--- src/rtl/uart_pro_pkg.sv ---
// Shared constants and types for the UART test-link protocol (receiver and transmitter).
package uart_pro_pkg;

   localparam logic [7:0] SOF   = 8'h3C;
   localparam logic [7:0] EOF   = 8'h3E;
   localparam logic [7:0] CMD_R = 8'h52;
   localparam logic [7:0] CMD_W = 8'h57;

   localparam int unsigned BYTE_W            = 8;
   localparam int unsigned DEF_PAYLOAD_BYTES = 10;

   typedef enum logic [1:0] {
      ST_IDLE    = 2'd0,
      ST_CMD     = 2'd1,
      ST_PAYLOAD = 2'd2,
      ST_TERM    = 2'd3
   } state_t;

endpackage

--- src/rtl/uart_pro_rx_timer.sv ---
// Inter-byte timeout counter for uart_pro_rx; only built when UART_PRO_RX_TIMEOUT_EN is defined.
module uart_pro_rx_timer
   import uart_pro_pkg::*;
#(
   parameter int unsigned TIMEOUT_CYC = 9528
) (
   input  logic CLK,
   input  logic RST,
   input  logic clr,
   input  logic en,
   output logic expire_c
);

   localparam int unsigned CNT_W = 14;

   logic [CNT_W-1:0] cnt_q;

   // Loading 1 on a byte makes the count equal the number of cycles since that byte.
   always_ff @(posedge CLK) begin
      if (RST) begin
         cnt_q <= '0;
      end else if (clr) begin
         cnt_q <= CNT_W'(1);
      end else if (!en) begin
         cnt_q <= '0;
      end else begin
         cnt_q <= cnt_q + CNT_W'(1);
      end
   end

   // A byte arriving in the expiry cycle wins over the timeout.
   assign expire_c = en && !clr && (cnt_q == CNT_W'(TIMEOUT_CYC - 1));

endmodule

--- src/rtl/uart_pro_rx.sv ---
// Receive-side protocol parser: read/write command frames to START_R/START_W/DATA_OUT.
// Optional inter-byte timeout enabled by defining UART_PRO_RX_TIMEOUT_EN.
module uart_pro_rx
   import uart_pro_pkg::*;
#(
   parameter int unsigned PAYLOAD_BYTES = DEF_PAYLOAD_BYTES,
   parameter int unsigned TIMEOUT_CYC   = 9528
) (
   input  logic                          CLK,
   input  logic                          RST,
   input  logic [7:0]                    RX_DATA,
   input  logic                          RX_VALID,
   output logic [8*PAYLOAD_BYTES-1:0]    DATA_OUT,
   output logic                          START_R,
   output logic                          START_W,
   output logic                          ERR,
   output logic                          BUSY
);

   localparam int unsigned DW     = BYTE_W * PAYLOAD_BYTES;
   localparam int unsigned BCNT_W = 4;

   state_t              state_q, state_d;
   logic                rd_q, rd_d;
   logic [BCNT_W-1:0]   cnt_q, cnt_d;
   logic [DW-1:0]       shadow_q, shadow_d;
   logic [DW-1:0]       data_q, data_d;
   logic                start_r_q, start_r_d;
   logic                start_w_q, start_w_d;
   logic                err_q, err_d;
   logic                busy_q, busy_d;
   logic                expire_c;

`ifdef UART_PRO_RX_TIMEOUT_EN
   uart_pro_rx_timer #(
      .TIMEOUT_CYC (TIMEOUT_CYC)
   ) u_timer (
      .CLK      (CLK),
      .RST      (RST),
      .clr      (RX_VALID),
      .en       (state_q != ST_IDLE),
      .expire_c (expire_c)
   );
`else
   logic [13:0] timeout_unused;
   assign timeout_unused = 14'(TIMEOUT_CYC);
   assign expire_c       = 1'b0;
`endif

   // State and datapath registers.
   always_ff @(posedge CLK) begin
      if (RST) begin
         state_q   <= ST_IDLE;
         rd_q      <= 1'b0;
         cnt_q     <= '0;
         shadow_q  <= '0;
         data_q    <= '0;
         start_r_q <= 1'b0;
         start_w_q <= 1'b0;
         err_q     <= 1'b0;
         busy_q    <= 1'b0;
      end else begin
         state_q   <= state_d;
         rd_q      <= rd_d;
         cnt_q     <= cnt_d;
         shadow_q  <= shadow_d;
         data_q    <= data_d;
         start_r_q <= start_r_d;
         start_w_q <= start_w_d;
         err_q     <= err_d;
         busy_q    <= busy_d;
      end
   end

   // Frame parser: next state and next register values.
   always_comb begin
      state_d   = state_q;
      rd_d      = rd_q;
      cnt_d     = cnt_q;
      shadow_d  = shadow_q;
      data_d    = data_q;
      start_r_d = 1'b0;
      start_w_d = 1'b0;
      err_d     = 1'b0;

      unique case (state_q)
         ST_IDLE: begin
            if (RX_VALID && (RX_DATA == SOF)) begin
               state_d = ST_CMD;
            end
         end

         ST_CMD: begin
            if (RX_VALID) begin
               if (RX_DATA == CMD_R) begin
                  rd_d    = 1'b1;
                  state_d = ST_TERM;
               end else if (RX_DATA == CMD_W) begin
                  rd_d     = 1'b0;
                  cnt_d    = '0;
                  shadow_d = '0;
                  state_d  = ST_PAYLOAD;
               end else begin
                  err_d   = 1'b1;
                  state_d = ST_IDLE;
               end
            end
         end

         ST_PAYLOAD: begin
            if (RX_VALID) begin
               shadow_d = {shadow_q[DW-BYTE_W-1:0], RX_DATA};
               cnt_d    = cnt_q + BCNT_W'(1);
               if (cnt_q == BCNT_W'(PAYLOAD_BYTES - 1)) begin
                  state_d = ST_TERM;
               end
            end
         end

         ST_TERM: begin
            if (RX_VALID) begin
               if (RX_DATA == EOF) begin
                  if (rd_q) begin
                     start_r_d = 1'b1;
                  end else begin
                     data_d    = shadow_q;
                     start_w_d = 1'b1;
                  end
               end else begin
                  err_d = 1'b1;
               end
               rd_d    = 1'b0;
               state_d = ST_IDLE;
            end
         end

         default: begin
            state_d = ST_IDLE;
         end
      endcase

      // Timeout only fires with no byte present, so it never collides with the cases above.
      if (expire_c) begin
         err_d    = 1'b1;
         rd_d     = 1'b0;
         shadow_d = '0;
         state_d  = ST_IDLE;
      end

      busy_d = (state_d != ST_IDLE);
   end

   assign DATA_OUT = data_q;
   assign START_R  = start_r_q;
   assign START_W  = start_w_q;
   assign ERR      = err_q;
   assign BUSY     = busy_q;

endmodule

--- config.mk ---
export PLATFORM = sky130hd
export DESIGN_NAME = uart_pro_rx
export DESIGN_NICKNAME = d
export VERILOG_FILES = /design/src/rtl/uart_pro_pkg.sv /design/src/rtl/uart_pro_rx_timer.sv /design/src/rtl/uart_pro_rx.sv
export SDC_FILE = /design/constraint.sdc
export NUM_CORES = 1
export LEC_CHECK = 0
export CORE_UTILIZATION = 50
export CTS_BUF_LIST = sky130_fd_sc_hd__clkbuf_4
export CTS_CLUSTER_DIAMETER = 40
export DETAILED_ROUTE_END_ITERATION = 10
export PLACE_DENSITY = 0.78
export SLEW_MARGIN = 10
export SYNTH_ARGS = -nofsm -noshare
export SYNTH_HDL_FRONTEND = slang
export SYNTH_SLANG_ARGS = --single-unit
--- constraint.sdc ---
create_clock -name CLK -period 1.8 [get_ports CLK]
set_input_delay 0.54 -clock CLK [delete_from_list [all_inputs] [get_ports CLK]]
set_output_delay 0.54 -clock CLK [all_outputs]
set_load 0.01 [all_outputs]
* Yosys cells after proc, flatten, opt, wreduce, memory -nomap -nowiden *
Cells that the tools add are included.

storage, ports and cells
  bits in registers = 171

operators by class
  reduce and logical (&&, ||, !) cells = 9
  $add $sub $neg = 1
  equal/unequal tests = 14
  bitwise operators = 4
  multiplexer cells = 31

operators with widths
  cell                 number
  $mux 80              4
  $pmux 80 s2          1
  $eq 8x6->1 const B   2
  $eq 8x7->1 const B   2
  $mux 4               4
  $mux 2               7
  $mux 1               11
  $ne 2x2->1 const B   5
  $pmux 2 s4           1
  $pmux 4 s2           1
  $reduce_and 4->1     2
  $reduce_bool 2->1    3
  $reduce_and 5->1     1
  $add 4x1->4 const B  1
  $eq 2x2->1 const B   2
  $eq 4x4->1 const B   1
  $not 1->1            4
  $pmux 1 s2           2
  $reduce_or 4->1      1
  $ne 3x3->1 const B   1
  $eq 2x1->1 const B   1
  $logic_not 2->1      1
  $logic_and 1x1->1    1

* Logic depth before layout (Yosys ltp) *
Gate-level depths: netlist of the first run.

  depth in word-level cells = 6
  mapped depth = 7
  mapped depth without buffers = 5

* Worst setup path before layout of the first run *
No wires, ideal clock.

  path kind = input to register
  start = input port RX_DATA[0]
  end = register data_q[10] (netlist: DATA_OUT[10])
  data arrival time = 1.771 ns
  path slack = -0.103 ns
  cell stages on the path = 7
  cell sequence = buf_6 -> nand4bb_4 -> or4_1 -> clkbuf_1 -> buf_2 -> nand2_1 -> a21oi_1

between the ends
  longest elaborated chain between the ends = 2

RTL lines
  item                        RTL line            RTL
  start, declared             uart_pro_rx.sv:11   input logic [7:0] RX_DATA,
  $eq 8x6->1                  uart_pro_rx.sv:122  if (RX_DATA == EOF) begin
  $reduce_and 4->1 (no line)  -
  end signal, assigned        uart_pro_rx.sv:67   data_q <= data_d;
  end, declared               uart_pro_rx.sv:27   logic [DW-1:0] data_q, data_d;

Every way passes these cells.
A chain may end at the register's enable or synchronous reset.

* Final worst setup path of the first run *
  start = input port RX_DATA[6]
  end = register data_q[51] (netlist: DATA_OUT[51])

The elaborated chain is that of the path after synthesis.

==> results.toml, run 1 <==
[run_status]
status = "finished, violations left"
failed_checks = "design-rule violations"

[floorplanning]
ios = 95
die_h_um = 111
fp-row-count = 39
start_util_pct = 51.5
die_width_um = 111
placeableCoreArea_um2 = 11500
fp.dieArea_um2 = 12300

[worst_setup_path]
worst_setup_path_start_kind = "primary input"
critical_path_peak_fanout = 13
r2r_setup_slk_ps = 70
timing.critical_path.to_type = "flip-flop"
rr_endpoint = "shadow_q[69]$_SDFFE_PP0P_"
rr_worst_depth = 7
worst_ep_arrival_time_ps = 2250
critical_path.reg2reg.startpoint = "state_q[1]$_SDFF_PP0_"
path_class = "primary input to flip-flop"
required_ps = 2300

[timing]
setup-violations-final = 0
tcrit_tclk_final_pct = 97.4
slew_headroom_pct = 68.8
timing.hold.ws_ps = 281
final.setup.tns_ps = 0
finalWorstPathRequiredPeriod_ps = 1750
report.final.slew_viol_count = 0
worstMarginPinSlew_ps = 457
clock.fmax_mhz = 570
clock-skew-final_ps = 19.9
hold_viol = 0

[finish]
final_area_um2 = 7830
layout_commonest_cell = "nand2_1"
fillCellCount = 873
n_antenna_cell = 0
layout-area-overhead-vs-synth_pct = 32.0
share_of_the_core_filled_with_cells_in_the_final_layout_pct = 68.0
layout_common_cells = "166 x nand2_1, 156 x dfxtp_1, 80 x a22o_1"
layout.area.seq_um2 = 3440
area_of_the_multi_input_gates_um2 = 2240
nets = 739
stdcell_count = 882
layout-drive-gt1-share_pct = 17.7

[power]
power.share.clock_pct = 37.2
sequential_fraction_of_design_power_pct = 59.2
power_density_nw_per_um2 = 816
net-switching-power_w = 0.00150
internal_power_w = 0.00489
worst_ir_drop_vdd_uv = 426
p_comb_share_pct = 3.6
switching_share_pct = 23.5
p_leak_nw = 3.24

[grt]
vias_in_the_first_global_route = 4581
initial_antenna_violation_count = 0
grt_util_all_layers_pct = 22.4
globalRouteOverflowTotal = 0
wire_length_of_the_first_global_routing_pass_mm = 22.2
largest_net_degree_at_the_start_of_global_routing = 46

[logic_synthesis]
yosysSeqAreaShare_pct = 57.7
synth_top_area_cell = "dfxtp_1"
synth.ff_latch_count = 171
synth_cell_types = 38
synth_top_area_share_pct = 57.7
synth-warning-count = 0
synth.area.top_cells = "dfxtp_1 58%, a22o_1 12%, nand2_1 11%"
netlist_area_um2 = 5930
syn-num-nets = 615
postSynthCellCount = 602
postSynthAreaPerCell_um2 = 9.86

[drt]
routed-via-count = 4954
drt_drc_violations_left = 14
detail_route.wl_per_cell_um = 16.5
vias_per_cell = 5.62
finalWirelength_mm = 14.6
antenna_left = 0
drt_first_iter_violations = 349
drt_first_pass_iters = 8

[placement]
place_congestion = 0.839
placed_area_um2 = 7170
numPortBuffers = 94
count_of_placed_standard_cells_including_taps = 835
post-dp-hpwl_mm = 8.96

[cts]
cts-buffers-inserted = 17
cts_root_buffer = "clkbuf_4"
clock_latency_reported_for_the_late_side_of_the_worst_skew_pair_ps = 570
cts_tree = "yes"
clock_path_buffers = 2
cts.reportedPaths.clkPinSlew_ps = 140
cts.sinks = 171
holdBufCountCts = 0
cts_htree_levels = 4

[min_path]
timing.hold.worst.start = "RST"
timing.hold.worst.class = "primary input to flip-flop"
worst_hold_path.num_cells = 2
timing.hold.worst_endpoint = "cnt_q[2]$_SDFFE_PP0P_"

[run]
cap_viol_max_count = 0
power by group through the flow:
stage               clock (W)  sequential (W)  combinational, W
floorplan                   0         0.00387         0.0000967
global placement            0         0.00387          0.000156
detailed placement          0         0.00387          0.000159
CTS                   0.00241         0.00379          0.000171
global route          0.00256         0.00379          0.000240
finish                0.00238         0.00378          0.000228
area by class of cell:
class	instances	area share, %
flip-flops and latches	171	43.9
multi-input cells	380	28.6
repair buffers	153	21.0
clock inverters	15	2.38
well taps	143	2.28
clock buffers	17	1.63
inverters	3	0.144
per-stage QoR:
stage          setup slack [ps]  total power [W]
3_3_place_gp               -601          0.00402
6_report                   46.2          0.00639
5_1_grt                   -9.15          0.00658
4_1_cts                   -3.95          0.00637
2_1_floorplan             -90.7          0.00396
3_5_place_dp               -650          0.00403
worst max-delay path by stage:
stage                     startpoint                         to  slack [ps]
2_1_floorplan             RX_DATA[0]  DATA_OUT[10]$_SDFFE_PP0P_         -90
5_1_grt        state_q[1]$_SDFF_PP0_  shadow_q[58]$_SDFFE_PP0P_          -9
3_5_place_dp              RX_DATA[3]  DATA_OUT[43]$_SDFFE_PP0P_        -650
3_3_place_gp              RX_DATA[0]  DATA_OUT[45]$_SDFFE_PP0P_        -600
4_1_cts                   RX_DATA[7]  shadow_q[17]$_SDFFE_PP0P_          -4
6_report                  RX_DATA[6]  DATA_OUT[51]$_SDFFE_PP0P_          50
cells by family after synthesis:
family	after synthesis	synth area share (%)
AO/OA/AOI/OAI	174	20.7
XOR/XNOR	3	0.443
adder cells (fa/ha/maj)	2	0.422
buffers and inverters	51	5.59
flip-flops	171	57.7
multiplexers	2	0.379
AND/OR/NAND/NOR	199	14.8
state kept, by name, indices dropped and copies added, names as in the netlist:
register,cells
BUSY,1
cnt_q,4
state_q,2
shadow_q,80
START_W,1
DATA_OUT,80
START_R,1
rd_q,1
ERR,1
cell usage after synthesis:
library cell,number
a41oi_1,1
nor4_1,2
nand3_1,1
a22o_1,80
a31oi_1,1
o221a_2,1
ha_1,2
or3_1,1
nor4_4,1
a22oi_1,1
mux2_2,2
a21oi_1,82
dfxtp_1,171
nand3b_1,2
nand4bb_4,1
nand2_1,167
inv_1,3
and4_2,1
and3b_1,3
buf_6,17
buf_2,10
nor3_1,4
a311oi_4,1
a2111oi_0,1
and4bb_2,1
clkbuf_1,21
nand2b_1,1
o22ai_1,1
a211oi_1,1
or4_1,1
and3_4,1
a311oi_1,2
nand4_1,2
nor4bb_1,3
o31ai_1,1
xor2_1,3
a22o_2,1
nor2_1,7
worst max-delay path, cell delays in order:
cell	delay [ps]
clkdlybuf4s50_1	430
nand4bb_4	200
buf_4	150
nor4_4	330
buf_6	200
clkbuf_16	170
nand2_1	50
a21oi_1	170
metal layers:
| layer | routed length [um] | GRT usage (%) | vias up |
|---|---|---|---|
| met5 | 0 | 0 | - |
| met4 | 303 | 9.22 | 0 |
| met3 | 812 | 5.14 | 28 |
| met2 | 7090 | 35.9 | 176 |
| met1 | 6390 | 29.3 | 2395 |
| li1 | - | - | 2355 |
what timing repair did:
| item | 4_1_cts | 5_1_grt |
|---|---|---|
| cloned | 1 | 12 |
| buffers inserted | 1 | 1 |
| setup endpoints to repair | 133 | 111 |
| resized for setup | 92 | 54 |
| pin swaps | 1 | 4 |
Note: power is estimated with default switching activity, not from simulation.
==> run 2, diff against run 1 <==
Settings changed: CORE_UTILIZATION 50 to 55, DONT_BUFFER_PORTS set to 1, PLACE_DENSITY 0.78 to 0.73.
==> run 2 against run 1 <==
Against the previous run: the run now ends clean; sequential power barely moved; first-iteration DRC count fell by 26%; critical path type is now flip-flop to flip-flop; wire length fell by 13%; global-route usage rose by 0.36 points; clock-buffer cell count rose by 2; hold slack got worse by 210 ps; register-to-register slack improved by 20 ps; via count fell by 14%; fmax rose by 2.7%; die area fell by 8.9%.
==> results.toml, run 2 (synthesis gave the netlist of run 1 again) <==
[floorplanning]
ios = 95
placeableCoreArea_um2 = 10400
fp.dieArea_um2 = 11200
fp-row-count = 37
die_h_um = 106
start_util_pct = 57.2
die_width_um = 106

[cts]
clock_path_buffers = 2
cts_htree_levels = 4
cts_root_buffer = "clkbuf_4"
cts.sinks = 171
cts-buffers-inserted = 17
cts.reportedPaths.clkPinSlew_ps = 130
clock_latency_reported_for_the_late_side_of_the_worst_skew_pair_ps = 530
cts_tree = "yes"

[worst_setup_path]
worst_setup_path_start_kind = "flip-flop"
critical_path_peak_fanout = 50
path_class = "flip-flop to flip-flop"
worst_ep_arrival_time_ps = 2180
rr_worst_depth = 6
critical_path.reg2reg.startpoint = "state_q[0]$_SDFF_PP0_"
r2r_setup_slk_ps = 90
timing.critical_path.to_type = "flip-flop"
required_ps = 2270
rr_endpoint = "shadow_q[41]$_SDFFE_PP0P_"

[grt]
grt_util_all_layers_pct = 22.8
initial_antenna_violation_count = 0
largest_net_degree_at_the_start_of_global_routing = 93
wire_length_of_the_first_global_routing_pass_mm = 20.1
globalRouteOverflowTotal = 0
vias_in_the_first_global_route = 4078

[power]
post-layout-total-power_w = 0.00589
power_density_nw_per_um2 = 934
p_leak_nw = 2.18
worst_ir_drop_vdd_uv = 532

[finish]
layout-drive-gt1-share_pct = 9.88
area_of_the_multi_input_gates_um2 = 2200
nets = 607
layout_commonest_cell = "dfxtp_1"
layout-area-overhead-vs-synth_pct = 6.20
share_of_the_core_filled_with_cells_in_the_final_layout_pct = 60.8
n_antenna_cell = 0
layout.area.seq_um2 = 3420
layout_common_cells = "171 x dfxtp_1, 167 x nand2_1, 82 x a21oi_1"
fillCellCount = 909

[drt]
antenna_left = 0
detail_route.wl_per_cell_um = 17.0
drt_first_pass_iters = 5
finalWirelength_mm = 12.6
drt_first_iter_violations = 257
drt_drc_violations_left = 0
routed-via-count = 4282
vias_per_cell = 5.76

[placement]
numPortBuffers = 0
post-dp-hpwl_mm = 7.73
place_congestion = 0.822

[timing]
tcrit_tclk_final_pct = 94.9
grt_setup_unrepaired = "no"
clock.fmax_mhz = 586
hold_viol = 0
setup-violations-final = 0
clock-skew-final_ps = 17.5
finalWorstPathRequiredPeriod_ps = 1710
worstMarginPinSlew_ps = 631
report.final.slew_viol_count = 0
slew_headroom_pct = 57.8
final.setup.tns_ps = 0

[min_path]
worst_hold_path.num_cells = 1
timing.hold.worst.start = "RST"
timing.hold.worst.class = "primary input to flip-flop"
timing.hold.worst_endpoint = "DATA_OUT[64]$_SDFFE_PP0P_"

[run]
cap_viol_max_count = 0

[run_status]
status = "completed"
run 2: repair_timing:
action                                  CTS  global route
gates resized for setup                   0             1
hold endpoints to repair                  0            11
setup buffers                             0             2
endpoints found under the setup margin    0             2
hold buffers                              0             4
run 2: how the worst max path moves through the flow:
| stage | from | endpoint | slack, ps | cells past startpoint |
|---|---|---|---|---|
| floorplan | RX_DATA[0] | DATA_OUT[10]$_SDFFE_PP0P_ | -90 | 7 |
| global placement | RX_DATA[7] | DATA_OUT[39]$_SDFFE_PP0P_ | -140 | 5 |
| detailed placement | RX_DATA[7] | DATA_OUT[45]$_SDFFE_PP0P_ | -190 | 5 |
| CTS | state_q[0]$_SDFF_PP0_ | shadow_q[41]$_SDFFE_PP0P_ | 100 | 5 |
| global route | state_q[0]$_SDFF_PP0_ | shadow_q[42]$_SDFFE_PP0P_ | 3 | 6 |
| finish | state_q[0]$_SDFF_PP0_ | shadow_q[41]$_SDFFE_PP0P_ | 90 | 6 |
run 2: worst max-delay path: stages (launching register included):
cell and delay, ps:
dfxtp_1 350, buf_4 190, and3b_1 240, a311oi_4 260
buf_4 190, buf_12 220, a22o_1 180
run 2: final cells by class:
| cell class | count | share of cell area (%) |
|---|---|---|
| clock inverter | 13 | 1.83 |
| multi-input combinational | 380 | 34.9 |
| inverter | 3 | 0.179 |
| clock buffer | 19 | 2.26 |
| tap | 136 | 2.70 |
| sequential | 171 | 54.3 |
| timing repair buffer | 21 | 3.85 |
run 2: per-layer routing:
metal	routed length (um)	global-route usage, %
met1	5800	29.7
met2	5900	35.1
met3	846	8.10
met4	98	7.84
met5	0	0
run 2: metrics by stage:
step	setup WS [ps]	instances	hold WS, ps	cell area, um^2
6_report	92.3	743	68.7	6300
5_1_grt	2.69	743	0.325	6300
4_1_cts	101	737	17.8	6240
3_5_place_dp	-192	705	448	5980
3_3_place_gp	-137	705	446	5980
2_1_floorplan	-90.7	602	437	5940
run 2: power breakdown:
part	leakage, nW	switching (W)	internal (W)	total [W]
registers	1.38	0.0000000561	0.00378	0.00378
logic	0.661	0.0000544	0.0000350	0.0000894
clock network	0.140	0.00129	0.000727	0.00201
total	2.18	0.00134	0.00455	0.00589
==> run 3, diff against run 2 <==
Settings changed: TNS_END_PERCENT set to 10.
==> run 3 against run 2 <==
Against the previous run: hold slack got worse by 18 ps; first-iteration DRC count fell by 0.78%; global-route usage fell by 0.14 points; combinational power rose by 1%; power rose by 3.9%; sequential share of layout area fell by 0.87 points; setup slack got worse by 30 ps; non-clock buffer count rose by 3; design area rose by 1.6%; largest power group unchanged.
==> results.toml, run 3 (synthesis gave the netlist of run 1 again) <==
[run_status]
status = "completed"

[drt]
vias_per_cell = 5.81
finalWirelength_mm = 12.7
drt_first_pass_iters = 4
drt_drc_violations_left = 0
routed-via-count = 4336
detail_route.wl_per_cell_um = 17.0
antenna_left = 0
drt_first_iter_violations = 255

[timing]
slew_headroom_pct = 31.0
grt_setup_unrepaired = "no"
worstMarginPinSlew_ps = 1030
clock-skew-final_ps = 24.5
hold_viol = 0
timing.hold.ws_ps = 50.2
tcrit_tclk_final_pct = 96.5
finalWorstPathRequiredPeriod_ps = 1740
report.final.slew_viol_count = 0
setup-violations-final = 0
clock.fmax_mhz = 575

[finish]
layout_commonest_cell = "dfxtp_1"
n_antenna_cell = 0
final_area_um2 = 6400
nets = 610
layout-drive-gt1-share_pct = 11.0
layout_common_cells = "171 x dfxtp_1, 167 x nand2_1, 82 x a21oi_1"
stdcell_count = 746
layout-area-overhead-vs-synth_pct = 7.93

[grt]
largest_net_degree_at_the_start_of_global_routing = 93
initial_antenna_violation_count = 0
grt_util_all_layers_pct = 22.7
vias_in_the_first_global_route = 4054
wire_length_of_the_first_global_routing_pass_mm = 19.9
globalRouteOverflowTotal = 0

[cts]
clock_path_buffers = 2
cts_root_buffer = "clkbuf_4"
cts-buffers-inserted = 17
cts_htree_levels = 4
clock_latency_reported_for_the_late_side_of_the_worst_skew_pair_ps = 550
cts.reportedPaths.clkPinSlew_ps = 160
cts_resized = 0
cts.sinks = 171
cts_tree = "yes"

[worst_setup_path]
worst_setup_path_start_kind = "flip-flop"
rr_worst_depth = 5
critical_path.reg2reg.startpoint = "state_q[0]$_SDFF_PP0_"
timing.critical_path.to_type = "flip-flop"
path_class = "flip-flop to flip-flop"
required_ps = 2180
r2r_setup_slk_ps = 60
rr_endpoint = "DATA_OUT[66]$_SDFFE_PP0P_"
critical_path_peak_fanout = 42
worst_ep_arrival_time_ps = 2120

[min_path]
worst_hold_path.num_cells = 1
timing.hold.worst.class = "primary input to flip-flop"
timing.hold.worst_endpoint = "DATA_OUT[75]$_SDFFE_PP0P_"
timing.hold.worst.start = "RST"

[run]
cap_viol_max_count = 0

[power]
worst_ir_drop_vdd_uv = 622
power_density_nw_per_um2 = 955
p_leak_nw = 2.23
post-layout-total-power_w = 0.00612

[placement]
numPortBuffers = 0
post-dp-hpwl_mm = 8.00
count_of_placed_standard_cells_including_taps = 711
placed_area_um2 = 6050
place_congestion = 0.830

[floorplanning]
fp-row-count = 37
die_width_um = 106
start_util_pct = 57.2
fp.dieArea_um2 = 11200
placeableCoreArea_um2 = 10400
die_h_um = 106
ios = 95
-- run 3: stage by stage --
stage	setup TNS [ps]	util, %	setup slack (ps)
after CTS	0	61.2	63.9
after floorplan	-11140	-	-90.7
after detailed placement	-13080	58.3	-178
after global placement	-10220	58.3	-136
after global routing	0	61.8	1.63
final	0	61.8	62.3
-- run 3: worst max-delay path: stages (launching register included) --
cell,delay (ps)
dfxtp_1,380
nand4_1,170
or4_2,660
buf_12,220
nand2_1,80
a21oi_1,50
-- run 3: final cells by class --
type	instances	area (um^2)
flip-flops and latches	171	3420
fillers	860	3970
clock buffers	17	128
inverters	3	11.3
repair buffers	24	313
clock inverters	15	174
well taps	136	170
multi-input cells	380	2190
-- run 3: repair_timing --
action,4_1_cts,5_1_grt
endpoints found under the hold margin,0,23
setup endpoints to repair,0,23
buffers inserted,0,1
hold buffers,0,1
-- run 3: worst max path at each step --
stage	startpoint	endpoint	slack, ps
after CTS	state_q[0]$_SDFF_PP0_	shadow_q[24]$_SDFFE_PP0P_	60
after global placement	RX_DATA[0]	DATA_OUT[39]$_SDFFE_PP0P_	-140
after global routing	state_q[0]$_SDFF_PP0_	DATA_OUT[66]$_SDFFE_PP0P_	2
after detailed placement	RX_DATA[0]	DATA_OUT[46]$_SDFFE_PP0P_	-180
after floorplan	RX_DATA[0]	DATA_OUT[10]$_SDFFE_PP0P_	-90
final	state_q[0]$_SDFF_PP0_	DATA_OUT[66]$_SDFFE_PP0P_	60
-- run 3: per-layer routing --
metal	vias up	global-route usage, %	part of all wire, %
met4	0	8.23	1.5
met5	-	0	0
li1	2097	-	-
met3	19	7.67	7.6
met1	2076	28.7	43
met2	144	35.9	48
-- run 3: power breakdown --
group	switching (W)	internal, W	total [W]
clock	0.00148	0.000761	0.00224
combinational	0.0000529	0.0000376	0.0000905
sequential	0.0000000616	0.00379	0.00379
